[config.mk]
export PLATFORM = sky130hd
export DESIGN_NAME = tour_cmd
export DESIGN_NICKNAME = d
export VERILOG_FILES = /design/src/rtl/knights_pkg.sv /design/src/rtl/tour_move_decode.sv /design/src/rtl/tour_cmd.sv
export SDC_FILE = /design/constraint.sdc
export NUM_CORES = 1
export LEC_CHECK = 0
export ABC_AREA = 1
export CORE_MARGIN = 1
export CORE_UTILIZATION = 40
export CTS_CLUSTER_DIAMETER = 50
export DETAILED_ROUTE_END_ITERATION = 8
export DONT_BUFFER_PORTS = 1
export GPL_TIMING_DRIVEN = 0
export MAX_ROUTING_LAYER = met4
export SETUP_SLACK_MARGIN = 0.4
export SLEW_MARGIN = 20
export SYNTH_ARGS = -nofsm -noshare
export SYNTH_HDL_FRONTEND = slang
export SYNTH_HIERARCHICAL = 1
export SYNTH_SLANG_ARGS = --single-unit
[constraint.sdc]
create_clock -name clk -period 1.9 [get_ports clk]
set_input_delay 0.38 -clock clk [delete_from_list [all_inputs] [get_ports clk]]
set_output_delay 0.38 -clock clk [all_outputs]
set_load 0.1 [all_outputs]
[src/rtl/knights_pkg.sv]
// Shared constants for the knight's-tour command path: opcodes, headings,
// response codes and the replay FSM state encoding.
package knights_pkg;
   localparam logic [3:0] OP_MOVE    = 4'h4;
   localparam logic [3:0] OP_FANFARE = 4'h5;

   localparam logic [7:0] HDG_N = 8'h00;
   localparam logic [7:0] HDG_W = 8'h3F;
   localparam logic [7:0] HDG_S = 8'h7F;
   localparam logic [7:0] HDG_E = 8'hBF;

   localparam logic [7:0] RESP_DONE = 8'hA5;
   localparam logic [7:0] RESP_BUSY = 8'h5A;

   typedef enum logic [2:0] {IDLE, VERT, HOLDV, HORZ, HOLDH} tour_state_t;
endpackage

[src/rtl/tour_move_decode.sv]
// Turns a one-hot knight move into its Y-leg and X-leg commands.
// The lowest set bit wins when more than one bit is set.
module tour_move_decode
   import knights_pkg::*;
(
   input  logic [7:0]  move,
   output logic [15:0] y_cmd,
   output logic [15:0] x_cmd,
   output logic        valid
);

   assign valid = |move;

   always_comb begin
      y_cmd = 16'h0000;
      x_cmd = 16'h0000;
      casez (move)
         8'b???????1: begin y_cmd = {OP_MOVE, HDG_N, 4'd2}; x_cmd = {OP_FANFARE, HDG_E, 4'd1}; end
         8'b??????10: begin y_cmd = {OP_MOVE, HDG_N, 4'd2}; x_cmd = {OP_FANFARE, HDG_W, 4'd1}; end
         8'b?????100: begin y_cmd = {OP_MOVE, HDG_N, 4'd1}; x_cmd = {OP_FANFARE, HDG_W, 4'd2}; end
         8'b????1000: begin y_cmd = {OP_MOVE, HDG_S, 4'd1}; x_cmd = {OP_FANFARE, HDG_W, 4'd2}; end
         8'b???10000: begin y_cmd = {OP_MOVE, HDG_S, 4'd2}; x_cmd = {OP_FANFARE, HDG_W, 4'd1}; end
         8'b??100000: begin y_cmd = {OP_MOVE, HDG_S, 4'd2}; x_cmd = {OP_FANFARE, HDG_E, 4'd1}; end
         8'b?1000000: begin y_cmd = {OP_MOVE, HDG_S, 4'd1}; x_cmd = {OP_FANFARE, HDG_E, 4'd2}; end
         8'b10000000: begin y_cmd = {OP_MOVE, HDG_N, 4'd1}; x_cmd = {OP_FANFARE, HDG_E, 4'd2}; end
         default:     begin y_cmd = 16'h0000;              x_cmd = 16'h0000;                 end
      endcase
   end

endmodule

[src/rtl/tour_cmd.sv]
// Replays a solved knight's tour as Y/X command pairs to cmd_proc, and
// passes UART commands straight through while no tour is running.
module tour_cmd
   import knights_pkg::*;
#(
   parameter int NUM_MOVES = 24
) (
   input  logic        clk,
   input  logic        rst_n,
   input  logic        start_tour,
   input  logic [7:0]  move,
   output logic [4:0]  mv_indx,
   input  logic [15:0] cmd_UART,
   input  logic        cmd_rdy_UART,
   input  logic        clr_cmd_rdy,
   input  logic        send_resp,
   output logic [15:0] cmd,
   output logic        cmd_rdy,
   output logic [7:0]  resp
);

   tour_state_t state, nxt_state;
   logic [15:0] y_cmd, x_cmd;
   logic        mv_ok;
   logic        last;

   tour_move_decode u_dec (
      .move  (move),
      .y_cmd (y_cmd),
      .x_cmd (x_cmd),
      .valid (mv_ok)
   );

   assign last = (mv_indx == 5'(NUM_MOVES - 1));

   always_ff @(posedge clk or negedge rst_n) begin
      if (!rst_n) state <= IDLE;
      else        state <= nxt_state;
   end

   always_ff @(posedge clk or negedge rst_n) begin
      if (!rst_n)                                   mv_indx <= 5'd0;
      else if (state == IDLE && start_tour)         mv_indx <= 5'd0;
      else if (state == HOLDH && send_resp && !last) mv_indx <= mv_indx + 5'd1;
   end

   always_comb begin
      nxt_state = state;
      case (state)
         IDLE:    if (start_tour) nxt_state = VERT;
         // an empty move means there is nothing to replay
         VERT:    if (!mv_ok) nxt_state = IDLE;
                  else if (clr_cmd_rdy) nxt_state = HOLDV;
         HOLDV:   if (send_resp) nxt_state = HORZ;
         HORZ:    if (clr_cmd_rdy) nxt_state = HOLDH;
         HOLDH:   if (send_resp) nxt_state = last ? IDLE : VERT;
         default: nxt_state = IDLE;
      endcase
   end

   // Outside IDLE the UART inputs are not selected, so cmd/cmd_rdy depend
   // only on registered state, mv_indx and move.
   always_comb begin
      cmd     = cmd_UART;
      cmd_rdy = cmd_rdy_UART;
      resp    = RESP_BUSY;
      case (state)
         IDLE:  resp = RESP_DONE;
         VERT:  begin
            cmd     = y_cmd;
            cmd_rdy = mv_ok;
            resp    = mv_ok ? RESP_BUSY : RESP_DONE;
         end
         HOLDV: begin cmd = y_cmd; cmd_rdy = 1'b0; end
         HORZ:  begin cmd = x_cmd; cmd_rdy = 1'b1; end
         HOLDH: begin
            cmd     = x_cmd;
            cmd_rdy = 1'b0;
            resp    = (send_resp && last) ? RESP_DONE : RESP_BUSY;
         end
         default: resp = RESP_DONE;
      endcase
   end

endmodule

* Word-level counts from Yosys, hierarchy flattened
Cells that the tools add are included.
Storage, ports and cells: word-level logic and storage cells 58, output and inout port bits 30, register bits after elaboration 8
Cells by class: eq/ne operators 17, mux-type cells 17, add/subtract/negate cells 1, reduce and logical (&&, ||, !) cells 21
Operator list (number):
- 15-bit case mux with 4 select lines | 2
- 16-bit case mux with 2 select lines | 1
- 8-bit case mux with 3 select lines | 1
- 2-bit OR reduction | 12
- 3-bit two-way mux | 6
- 8-bit two-way mux | 2
- 3-bit case mux with 5 select lines | 1
- 5-bit == test (second input constant) | 2
- 5-bit two-way mux | 2
- 8-bit == test (second input constant) | 1
- 2-bit inequality test (second input constant) | 4
- 8-bit OR reduction | 1
- 7-bit == test (second input constant) | 1
- 3-bit by 2-bit == test with 1-bit output (second input constant) | 2
- 3-bit == test (second input constant) | 2
- 6-bit == test (second input constant) | 1
- 5-bit by 1-bit adder with 5-bit output (second input constant) | 1
- 5-bit AND reduction | 1
- 4-bit == test (second input constant) | 1
- 1-bit logical AND | 4
- 3-bit by 1-bit == test with 1-bit output (second input constant) | 1
- 3-bit zero test | 1
- 3-bit inequality test (second input constant) | 1
- 1-bit case mux with 3 select lines | 1
- other kinds (4) | 4

* Depth between registers and ports, before layout
Gate-level depths: netlist (run 1).
word-level depth 5, depth in mapped cells 11

* Modules after synthesis
The synthesis (run 1) kept the hierarchy.
By module, submodules not included:
- tour_cmd | seq. area each 200.2 um^2, times used 1, cells each 154, area each 998.5 um^2
- tour_move_decode | seq. area each 0.0 um^2, times used 1, cells each 48, area each 326.6 um^2

* Worst setup path before layout (run 1)
Ideal clock, no wire load.
kind register to output, start register mv_indx[1], end output port resp[2], path slack -2.090 ns, path buffers 1, cell stages (with the launch flop) 9, data required time 1.520 ns, arrival 3.610 ns, path through dfrtp_1 ha_1 nand4_1 nand2_1 nand2_1 nor2_1 nand2_1 inv_1 buf_4
On the way: longest elaborated chain between the ends 4
Ends and longest elaborated chain:
- from (decl) | line tour_cmd.sv:12 | output logic [4:0] mv_indx,
- from (signal assigned) | line tour_cmd.sv:44 | else if (state == HOLDH && send_resp && !last) mv_indx <= mv_indx + 5'd1;
- 5-bit == test | line tour_cmd.sv:34 | assign last = (mv_indx == 5'(NUM_MOVES - 1));
- 1-bit logical AND | line tour_cmd.sv:79 | resp = (send_resp && last) ? RESP_DONE : RESP_BUSY;
- 8-bit two-way mux | line tour_cmd.sv:79
- 8-bit case mux with 3 select lines | line tour_cmd.sv:67 | case (state)
- to (decl) | line tour_cmd.sv:19 | output logic [7:0] resp
Every way passes these cells.

* Worst setup path in the final report (run 1)
start register mv_indx[1], end output port resp[5]
The elaborated chain is that of the path after synthesis.

==> results of run 1 <==
[Yosys cell counts (2+ instances only)]
cell type	n	area (µm²)
nand2_1	62	232.7
buf_4	32	240.2
nand3_1	25	125.1
inv_1	12	45.04
nand2_2	12	75.07
nand3_2	10	100.1
dfrtp_1	8	200.2
nor2_1	7	26.28
nor2_2	5	31.28
inv_2	4	15.01
nand4_1	4	25.02
nand2_4	3	33.78
nor2_4	3	33.78
o21bai_1	3	22.52
xor2_1	2	17.52
[timing repair]
item / in CTS / in global routing
pin swaps: 12 / 11
gates resized for setup: 13 / 7
hold endpoints to repair: 8 / 0
gates cloned: 1 / 0
setup buffers: 9 / 2
hold buffers: 1 / 0
endpoints found under the setup margin: 30 / 31
[area by class of cell]
| type | instances | area share |
|---|---|---|
| sequential | 8 | 0.1092 |
| buffer | 33 | 0.1550 |
| clock buffer | 4 | 0.01317 |
| inverter | 16 | 0.03576 |
| timing repair buffer | 13 | 0.06838 |
| tap | 44 | 0.02760 |
| multi-input combinational | 155 | 0.5910 |
[worst min-delay path, stage by stage]
cell and delay (ps):
nand2_4 40, nand3_1 60, nand2_1 50
[routing by layer]
layer	vias up	wire (µm)
li1	657	-
met1	605	1175
met2	31	1807
met3	5	111
met4	0	23
met5	-	0
[registers in the layout, indices dropped and copies added (netlist names)]
signal and flops:
mv_indx 5, state 3
[metrics by stage]
step	instances	hold slack (ps)	TNS, ps	util	area, µm²
floorplan	212	84.41	-3007	-	1710
CTS	271	298.5	-10130	0.6290	1952
finish	273	310.0	-12320	0.6427	1994
detailed placement	256	84.61	-3668	0.5690	1765
global route	273	306.8	-14410	0.6427	1994
global placement	256	84.58	-3650	0.5690	1765
[cells by family (layout without fill, tap and decap cells)]
group,after synthesis,in the layout,synth area share
AOI/OAI and AO/OA,7,7,0.03871
xor gates and xnor gates,3,3,0.01983
adders and majority gates,1,1,0.009441
buffers and inverters,49,66,0.2417
DFF,8,8,0.1511
other,1,11,0.002830
and+or+nand+nor,133,133,0.5364
[worst max-delay path by stage]
stage          endpoint  depth (start not counted)              startpoint  slack (ps)
2_1_floorplan   resp[2]                          8  mv_indx[1]$_DFFE_PN0P_        -720
3_3_place_gp    resp[2]                          8  mv_indx[0]$_DFFE_PN0P_        -770
3_5_place_dp    resp[5]                          8  mv_indx[0]$_DFFE_PN0P_        -780
4_1_cts         resp[5]                          8  mv_indx[0]$_DFFE_PN0P_       -1030
5_1_grt         resp[5]                          8  mv_indx[1]$_DFFE_PN0P_       -1080
6_report        resp[5]                          8  mv_indx[1]$_DFFE_PN0P_       -1000
==> results.md, run 1 <==
- Grt peak-use layer: met2
- CP peak stage delay: 630 ps
- Cell Chain, Critical Path: ha_4, nand4_1, nand2_2, nand2_2, nor2_4, nand2_8, clkinvlp_4, buf_12
- Reg2Reg Setup Slack: 220 ps
- Period utilization: 1.529
- Max-Slew Margin vs Limit: 0.5968
- Failing checks: negative setup slack
- H-tree depth: 1
- Register bit total from synthesis: 8
- Layout cell share with drive strength beyond 1: 0.5546
- Synth cell types: 25
- Met1 GRT Util: 0.2016
- Routed Antenna Nets: 0
- Root buffer cell: clkbuf_4
- Cell seen most often among critical-path stages: nand2_2
- Mapped Cells: 202
- Commonest non-fill, non-tap cell in the layout: nand2_1
- Min Tclk post-route: 2905 ps
- Cell count of the worst reg-to-reg path: 8
- Slew Limit Fails: 0
- Die area: 3547 µm²
- Register area: 217.7 µm²
- Seq/Total Area, Yosys: 0.1511
- Num ports: 60
- Worst path required time: 1520 ps
- Fillers: 294
- Buf/Inv on CP: 2
- Initial antenna violation count: 0
- Worst Hold End: mv_indx[0]$_DFFE_PN0P_
- Cell Area, Synth: 1325 µm²
- Crit path DAT: 2520 ps
- Grt ovf: 0
- Hold Startpoint: send_resp
- Max-Cap Viols: 0
- Startpoint class of the critical path: register
- Residual DRC count: 0
- Most frequent cells in the layout: nand2_1 (46), buf_4 (35), nand3_4 (17)
- Drt initial violations: 36
- RSZ-0062 raised after global routing: true
- Layout Skew: 3.624 ps
- Via count: 1298
- Number of synthesized flops with an enable pin: 0
- Final worst slack: -1005 ps
- PortBufs: 0
- Largest net degree at the start of global routing: 11
- First-pass GRT wire length: 5023 µm
- Reg-to-reg startpoint: mv_indx[1]$_DFFE_PN0P_
- Die Y-Extent: 59.56 µm
- CTS sink cnt: 8
- Maximum root-to-sink buffer count: 2
- Post-detail-place hpwl: 2480 µm
- # setup viols final: 25
- Final GP Congestion: 0.8561
- First-pass DRT Iterations: 4
- Area of the multi-input gates: 1179 µm²
- Status: finished with violations
- Worst r2r dst: mv_indx[0]$_DFFE_PN0P_
- Worst-margin pin slew: 603.6 ps
- Critical Path Slowest Stage Cell: dfrtp_4
- Syn avg cell area: 6.560 µm²
- Met3 usage: 0.02620
- Diode count: 0
- Synth warn: 6
- Fin. Hold Viols: 0
- Routed vias/inst: 4.755
- Pre-CTS setup slack: -778.1 ps
- Initial Utilization: 0.4270
- Drt wl/cell: 11.42 µm
- Core area: 3103 µm²
- Vias in the first global route: 1206
- CP max FO: 5
- Clk slew on worst S/H paths: 60 ps
- Post-Route WL: 3117 µm
- Worst hold path depth: 3
- Grt met2 use: 0.3596
- Crit-path leading delay family: buffers and inverters
- Area Overhead vs Synth: 50.52%
- Final #Nets: 261
- # rows: 20
- CTS Buf Count: 3
- FMAX: 0.3443 GHz
- Synth Flop Type: dfrtp_1
- Asr flop ratio synth: 1.000
- Clock latency on the worst-skew pair: 260 ps
- Die Wd: 59.56 µm
- Overall Global Routing Usage: 0.1887
- CTS tree: built
- Critical Path Sink Type: primary output
- Setup CP Type: register to primary output
- Worst min path class: input port to register
Power of run 1 is left out: the tool's default activity adds up to more than one toggle a clock period on the data nets, which glitch-free logic cannot reach.
==> run 2: changes to the inputs <==
GPL_TIMING_DRIVEN = default   (was 0)
==> run 2 against run 1 <==
Compared with the run above: the run still ends with negative setup slack left; routed wire length increased by 9.3%; sequential share of layout area decreased by 0.79 points; utilization increased by 5.0 points; first-iteration DRC count increased by 97%; worst setup slack improved by 790 ps; count of clock-buffer cells in the layout unchanged; highest routed layer unchanged.
==> results.md, run 2 (synthesis results as in run 1) <==
- Met3 WL: 134 µm (+21%)
- # placed instances: 259 (+1.2%)
- Grt ovf: 0 (unchanged)
- CTS tree: built
- Diode count: 0 (unchanged)
- Commonest non-fill, non-tap cell in the layout: nand2_1
- PortBufs: 0 (unchanged)
- H-tree depth: 1 (unchanged)
- Max-Cap Viols: 0 (unchanged)
- Drt wl/cell: 12.39 µm (+8.5%)
- Max reg flops: 5 (unchanged)
- Routed Antenna Nets: 0 (unchanged)
- First-pass GRT wire length: 5609 µm (+12%)
- Initial Utilization: 0.4270 (unchanged)
- FMAX: 0.4738 GHz (+38%)
- Clk slew on worst S/H paths: 70 ps (about the same)
- Reg-to-reg startpoint: state[1]$_DFFE_PN0P_
- Die Y-Extent: 59.56 µm (unchanged)
- Met2 wire len: 1950 µm (+7.9%)
- Max layer used: met4
- Final GP Congestion: 0.8001 (-6.5%)
- Most frequent cells in the layout: nand2_1 (45), buf_4 (27), nand2_4 (19)
- Final worst hold slack: 368.4 ps (+58.36 ps)
- Worst path required time: 1520 ps (about the same)
- Hold Startpoint: send_resp
- Biggest register: mv_indx
- Worst hold path depth: 3 (unchanged)
- Layout cell share with drive strength beyond 1: 0.5671 (+0.01251)
- Setup CP Type: register to primary output
- Top flop regs: mv_indx (5), state (3)
- Wl on met1: 1237 µm (+5.3%)
- Area Overhead vs Synth: 62.23%
- Critical Path Start: state[1]$_DFFE_PN0P_
- Worst r2r dst: state[1]$_DFFE_PN0P_
- First-pass DRT Iterations: 4 (unchanged)
- Post-Route WL: 3406 µm (+9.3%)
- Worst Hold End: mv_indx[1]$_DFFE_PN0P_
- Startpoint class of the critical path: register
- Period utilization: 1.111 (-0.4180)
- Drt initial violations: 71 (+97%)
- Status: finished with violations
- Core area: 3103 µm² (unchanged)
- Overall Global Routing Usage: 0.2164 (+0.02766)
- Cell count of the worst reg-to-reg path: 8 (unchanged)
- CTS sink cnt: 8 (unchanged)
- Final core occ: 0.6927 (+0.05000)
- Die area: 3547 µm² (unchanged)
- Num ports: 60 (unchanged)
- CTS Buf Count: 3 (unchanged)
- Layout Skew: 4.242 ps (+0.6186 ps)
- Failing checks: negative setup slack
- # rows: 20 (unchanged)
- Maximum root-to-sink buffer count: 2 (unchanged)
- CP max FO: 8 (+3)
- Final worst slack: -210.6 ps (+794.2 ps)
- Critical Path Sink Type: primary output
- Largest net degree at the start of global routing: 10 (-1)
- Initial antenna violation count: 0 (unchanged)
- Post-detail-place hpwl: 2604 µm (+5.0%)
- Fin. Hold Viols: 0 (unchanged)
- Crit path DAT: 1730 ps (-790 ps)
- Min Tclk post-route: 2111 ps (-794.2 ps)
- Final non-filler cell total: 275 (+0.73%)
- Residual DRC count: 0 (unchanged)
- Via count: 1310 (+0.92%)
- Routed vias/inst: 4.764 (+0.19%)
- Final #Nets: 263 (+0.77%)
- Reg2Reg Setup Slack: 410 ps (+190 ps)
- # setup viols final: 25 (unchanged)
- Clock latency on the worst-skew pair: 280 ps (+20 ps)
- Worst min path class: input port to register
- Post-route cell area: 2150 µm² (+7.8%)
- Post-DP Area: 1892 µm² (+7.2%)
- Vias in the first global route: 1302 (+8.0%)
- Die Wd: 59.56 µm (unchanged)
- RSZ-0062 raised after global routing: true
- Slew Limit Fails: 0 (unchanged)
- Root buffer cell: clkbuf_4
run 2: changes by cell type in the layout (fill, tap and decap cells not counted), sizes merged:
cell,change
buf,+3
bufbuf,-1
run 2: worst max path at each step:
| stage | end | slack, ps | cells past startpoint |
|---|---|---|---|
| 4_1_cts | resp[2] | -200 | 8 |
| 3_3_place_gp | resp[4] | 70 | 7 |
| 5_1_grt | cmd_rdy | -290 | 9 |
| 6_report | cmd_rdy | -210 | 9 |
| 3_5_place_dp | resp[4] | 20 | 9 |
| 2_1_floorplan | resp[2] | -720 | 8 |
run 2: worst max-delay path, stage by stage, from the launching register on:
cell and delay (ps):
dfrtp_2 460, nand2_2 110, nor2_4 40, inv_2 80
nand2_4 90, nor2_8 190, buf_12 180, nand2_4 60
nand3_4 60, buf_12 170
run 2: area by class of cell:
type	instances	area [µm²]
clock buffer	4	26.28
fill	262	953.4
inverter	16	68.82
multi-input combinational	155	1197
sequential	8	217.7
tap	44	55.05
timing repair buffer	48	584.3
run 2: repair_timing:
| action | CTS | global route |
|---|---|---|
| endpoints found under the hold margin | 8 | 0 |
| setup buffers | 7 | 4 |
| gates resized for setup | 21 | 11 |
| setup endpoints to repair | 25 | 27 |
| hold buffers | 1 | 0 |
| pin swaps | 15 | 7 |
run 2: metrics by stage:
| stage | TNS (ps) | setup WS [ps] |
|---|---|---|
| 2_1_floorplan | -3007 | -718.2 |
| 3_3_place_gp | 0 | 67.63 |
| 3_5_place_dp | 0 | 21.01 |
| 4_1_cts | -4351 | -202.5 |
| 5_1_grt | -6263 | -288.9 |
| 6_report | -4632 | -210.6 |
run 2: metal layers:
layer / vias up / global-route usage
met3: 8 / 0.02402
met4: 0 / 0.1130
li1: 660 / -
met5: - / -
met1: 607 / 0.2190
met2: 35 / 0.4045
Power of run 2 is left out for the same reason.
==> run 3: changes to the inputs <==
CTS_BUF_LIST = sky130_fd_sc_hd__clkbuf_16   (was default)
==> run 3 against run 2 <==
Compared with the run above: the run still ends with negative setup slack left; via count fell by 1.3%; die area did not move; utilization is 1.8 points lower; routed wire length is 3.8% lower; sequential cell count is the same; global-route usage fell by 0.90 points; cell count is 2.2% lower; cell area shrank 2.6%; non-clock buffer count shrank 6; critical path depth shrank 1; largest cell class unchanged; highest routed layer unchanged.
==> results.md, run 3 (synthesis results as in run 1) <==
- Cell count of the worst reg-to-reg path: 6 (-2)
- Layout cell share with drive strength beyond 1: 0.5333 (-0.03377)
- Crit path DAT: 1680 ps (-50 ps)
- Final worst slack: -162.9 ps (+47.64 ps)
- Die area: 3547 µm² (unchanged)
- Via count: 1293 (-1.3%)
- PortBufs: 0 (unchanged)
- Core area: 3103 µm² (unchanged)
- Final #Nets: 257 (-2.3%)
- Critical Path Slowest Stage Cell: dfrtp_2
- Area Overhead vs Synth: 58.07%
- Area of the multi-input gates: 1167 µm² (-2.5%)
- Setup_tns: -3089 ps (+1543 ps)
- Post-Route WL: 3278 µm (-3.8%)
- Clock latency on the worst-skew pair: 240 ps (-40 ps)
- Critical Path Start: state[0]$_DFFE_PN0P_
- Fin. Hold Viols: 0 (unchanged)
- Startpoint class of the critical path: register
- Initial Utilization: 0.4270 (unchanged)
- FMAX: 0.4847 GHz (+2.3%)
- Fillers: 272 (+3.8%)
- Final core occ: 0.6750 (-0.01774)
- Drt initial violations: 115 (+62%)
- Diode count: 0 (unchanged)
- Routed vias/inst: 4.807 (+0.90%)
- Die Wd: 59.56 µm (unchanged)
- Overall Global Routing Usage: 0.2074 (-0.008975)
- H-tree depth: 1 (unchanged)
- Worst path required time: 1520 ps (about the same)
- CTS tree: built
- Top flop regs: mv_indx (5), state (3)
- Status: finished with violations
- Drt wl/cell: 12.19 µm (-1.6%)
- Critical path depth: 8 (-1)
- CP peak stage delay: 410 ps (-50 ps)
- Maximum root-to-sink buffer count: 2 (unchanged)
- Cell Chain, Critical Path: inv_2, nor2_2, nand2_2, nand2_4, nor2_8, buf_4, nand2_1, nand3_4
- Root buffer cell: clkbuf_16
- First-pass DRT Iterations: 4 (unchanged)
- Most frequent cells in the layout: nand2_1 (48), buf_4 (25), nand2_4 (17), nand3_4 (17), nand3_1 (17)
- CTS Buf Count: 3 (unchanged)
- Reg2Reg Setup Slack: 490 ps (+80 ps)
- Buf/Inv on CP: 2 (-1)
- Worst r2r dst: mv_indx[0]$_DFFE_PN0P_
- Vias in the first global route: 1265 (-2.8%)
- Biggest register: mv_indx
- Min Tclk post-route: 2063 ps (-47.64 ps)
- Period utilization: 1.086 (-0.02507)
- Max reg flops: 5 (unchanged)
- Pre-CTS setup slack: 21.01 ps (unchanged)
- Grt ovf: 0 (unchanged)
- Crit-path leading delay family: simple AND/OR/NAND/NOR gates
- # rows: 20 (unchanged)
- # setup viols final: 25 (unchanged)
- Clk slew on worst S/H paths: 40 ps (-30 ps)
- Worst min path class: input port to register
- Critical Path Sink Type: primary output
- Layout Skew: 5.129 ps (+0.8860 ps)
- Final GP Congestion: 0.8001 (unchanged)
- Die Y-Extent: 59.56 µm (unchanged)
- Residual DRC count: 0 (unchanged)
- Initial antenna violation count: 0 (unchanged)
- Routed Antenna Nets: 0 (unchanged)
- CTS sink cnt: 8 (unchanged)
- Register area: 217.7 µm² (unchanged)
- Slew Limit Fails: 0 (unchanged)
- CP endpoint: cmd[14]
- Failing checks: negative setup slack
- Largest net degree at the start of global routing: 10 (unchanged)
- Commonest non-fill, non-tap cell in the layout: nand2_1
- Setup CP Type: register to primary output
- RSZ-0062 raised after global routing: true
- Post-detail-place hpwl: 2604 µm (unchanged)
- CP max FO: 6 (-2)
- First-pass GRT wire length: 5333 µm (-4.9%)
- Num ports: 60 (unchanged)
- Max-Cap Viols: 0 (unchanged)
- Reg-to-reg startpoint: state[0]$_DFFE_PN0P_
-- run 3: cell count changes in the layout (fill, tap and decap cells not counted), moves of 2 or more --
cell / delta
clkbuf_16: +3
buf_4: -2
nand2_4: -2
clkbuf_4: -3
nand2_1: +3
buf_6: -2
buf_12: -2
-- run 3: what timing repair did --
| item | in CTS | in global routing |
|---|---|---|
| endpoints found under the hold margin | 8 | 0 |
| buffers inserted | 3 | 2 |
| hold buffers | 1 | 0 |
| endpoints found under the setup margin | 25 | 29 |
| resized for setup | 11 | 8 |
| pin swaps | 5 | 5 |
-- run 3: layout make-up --
type | count | share of cell area
Multi-Input combinational cell | 155 | 0.5573
Timing Repair Buffer | 42 | 0.2419
Sequential cell | 8 | 0.1039
Clock buffer | 3 | 0.03584
Inverter | 16 | 0.03286
Tap cell | 44 | 0.02628
Clock inverter | 1 | 0.001792
-- run 3: metal layers --
| layer | global-route usage | vias up | share of wire |
|---|---|---|---|
| li1 | - | 649 | - |
| met1 | 0.2055 | 604 | 0.36 |
| met2 | 0.3917 | 35 | 0.58 |
| met3 | 0.03057 | 5 | 0.043 |
| met4 | 0.09967 | 0 | 0.015 |
| met5 | - | - | 0 |
-- run 3: worst min path at each step --
stage / to / depth (start not counted) / startpoint
floorplan: mv_indx[2]$_DFFE_PN0P_ / 0 / rst_n
global placement: mv_indx[4]$_DFFE_PN0P_ / 0 / rst_n
detailed placement: mv_indx[2]$_DFFE_PN0P_ / 0 / rst_n
CTS: mv_indx[4]$_DFFE_PN0P_ / 3 / send_resp
global route: mv_indx[4]$_DFFE_PN0P_ / 3 / send_resp
finish: mv_indx[4]$_DFFE_PN0P_ / 3 / send_resp
-- run 3: tightest hold or removal path, delay by kind of cell --
family | cells | cell delay, ps
and+or+nand+nor | 3 | 190
-- run 3: stage by stage --
stage	instance area (µm²)	hold WS, ps	instances
2_1_floorplan	1710	84.41	212
3_5_place_dp	1892	84.60	259
5_1_grt	2095	376.0	269
6_report	2095	364.0	269
4_1_cts	2043	409.7	267
3_3_place_gp	1892	84.56	259
Power of run 3 is left out for the same reason.
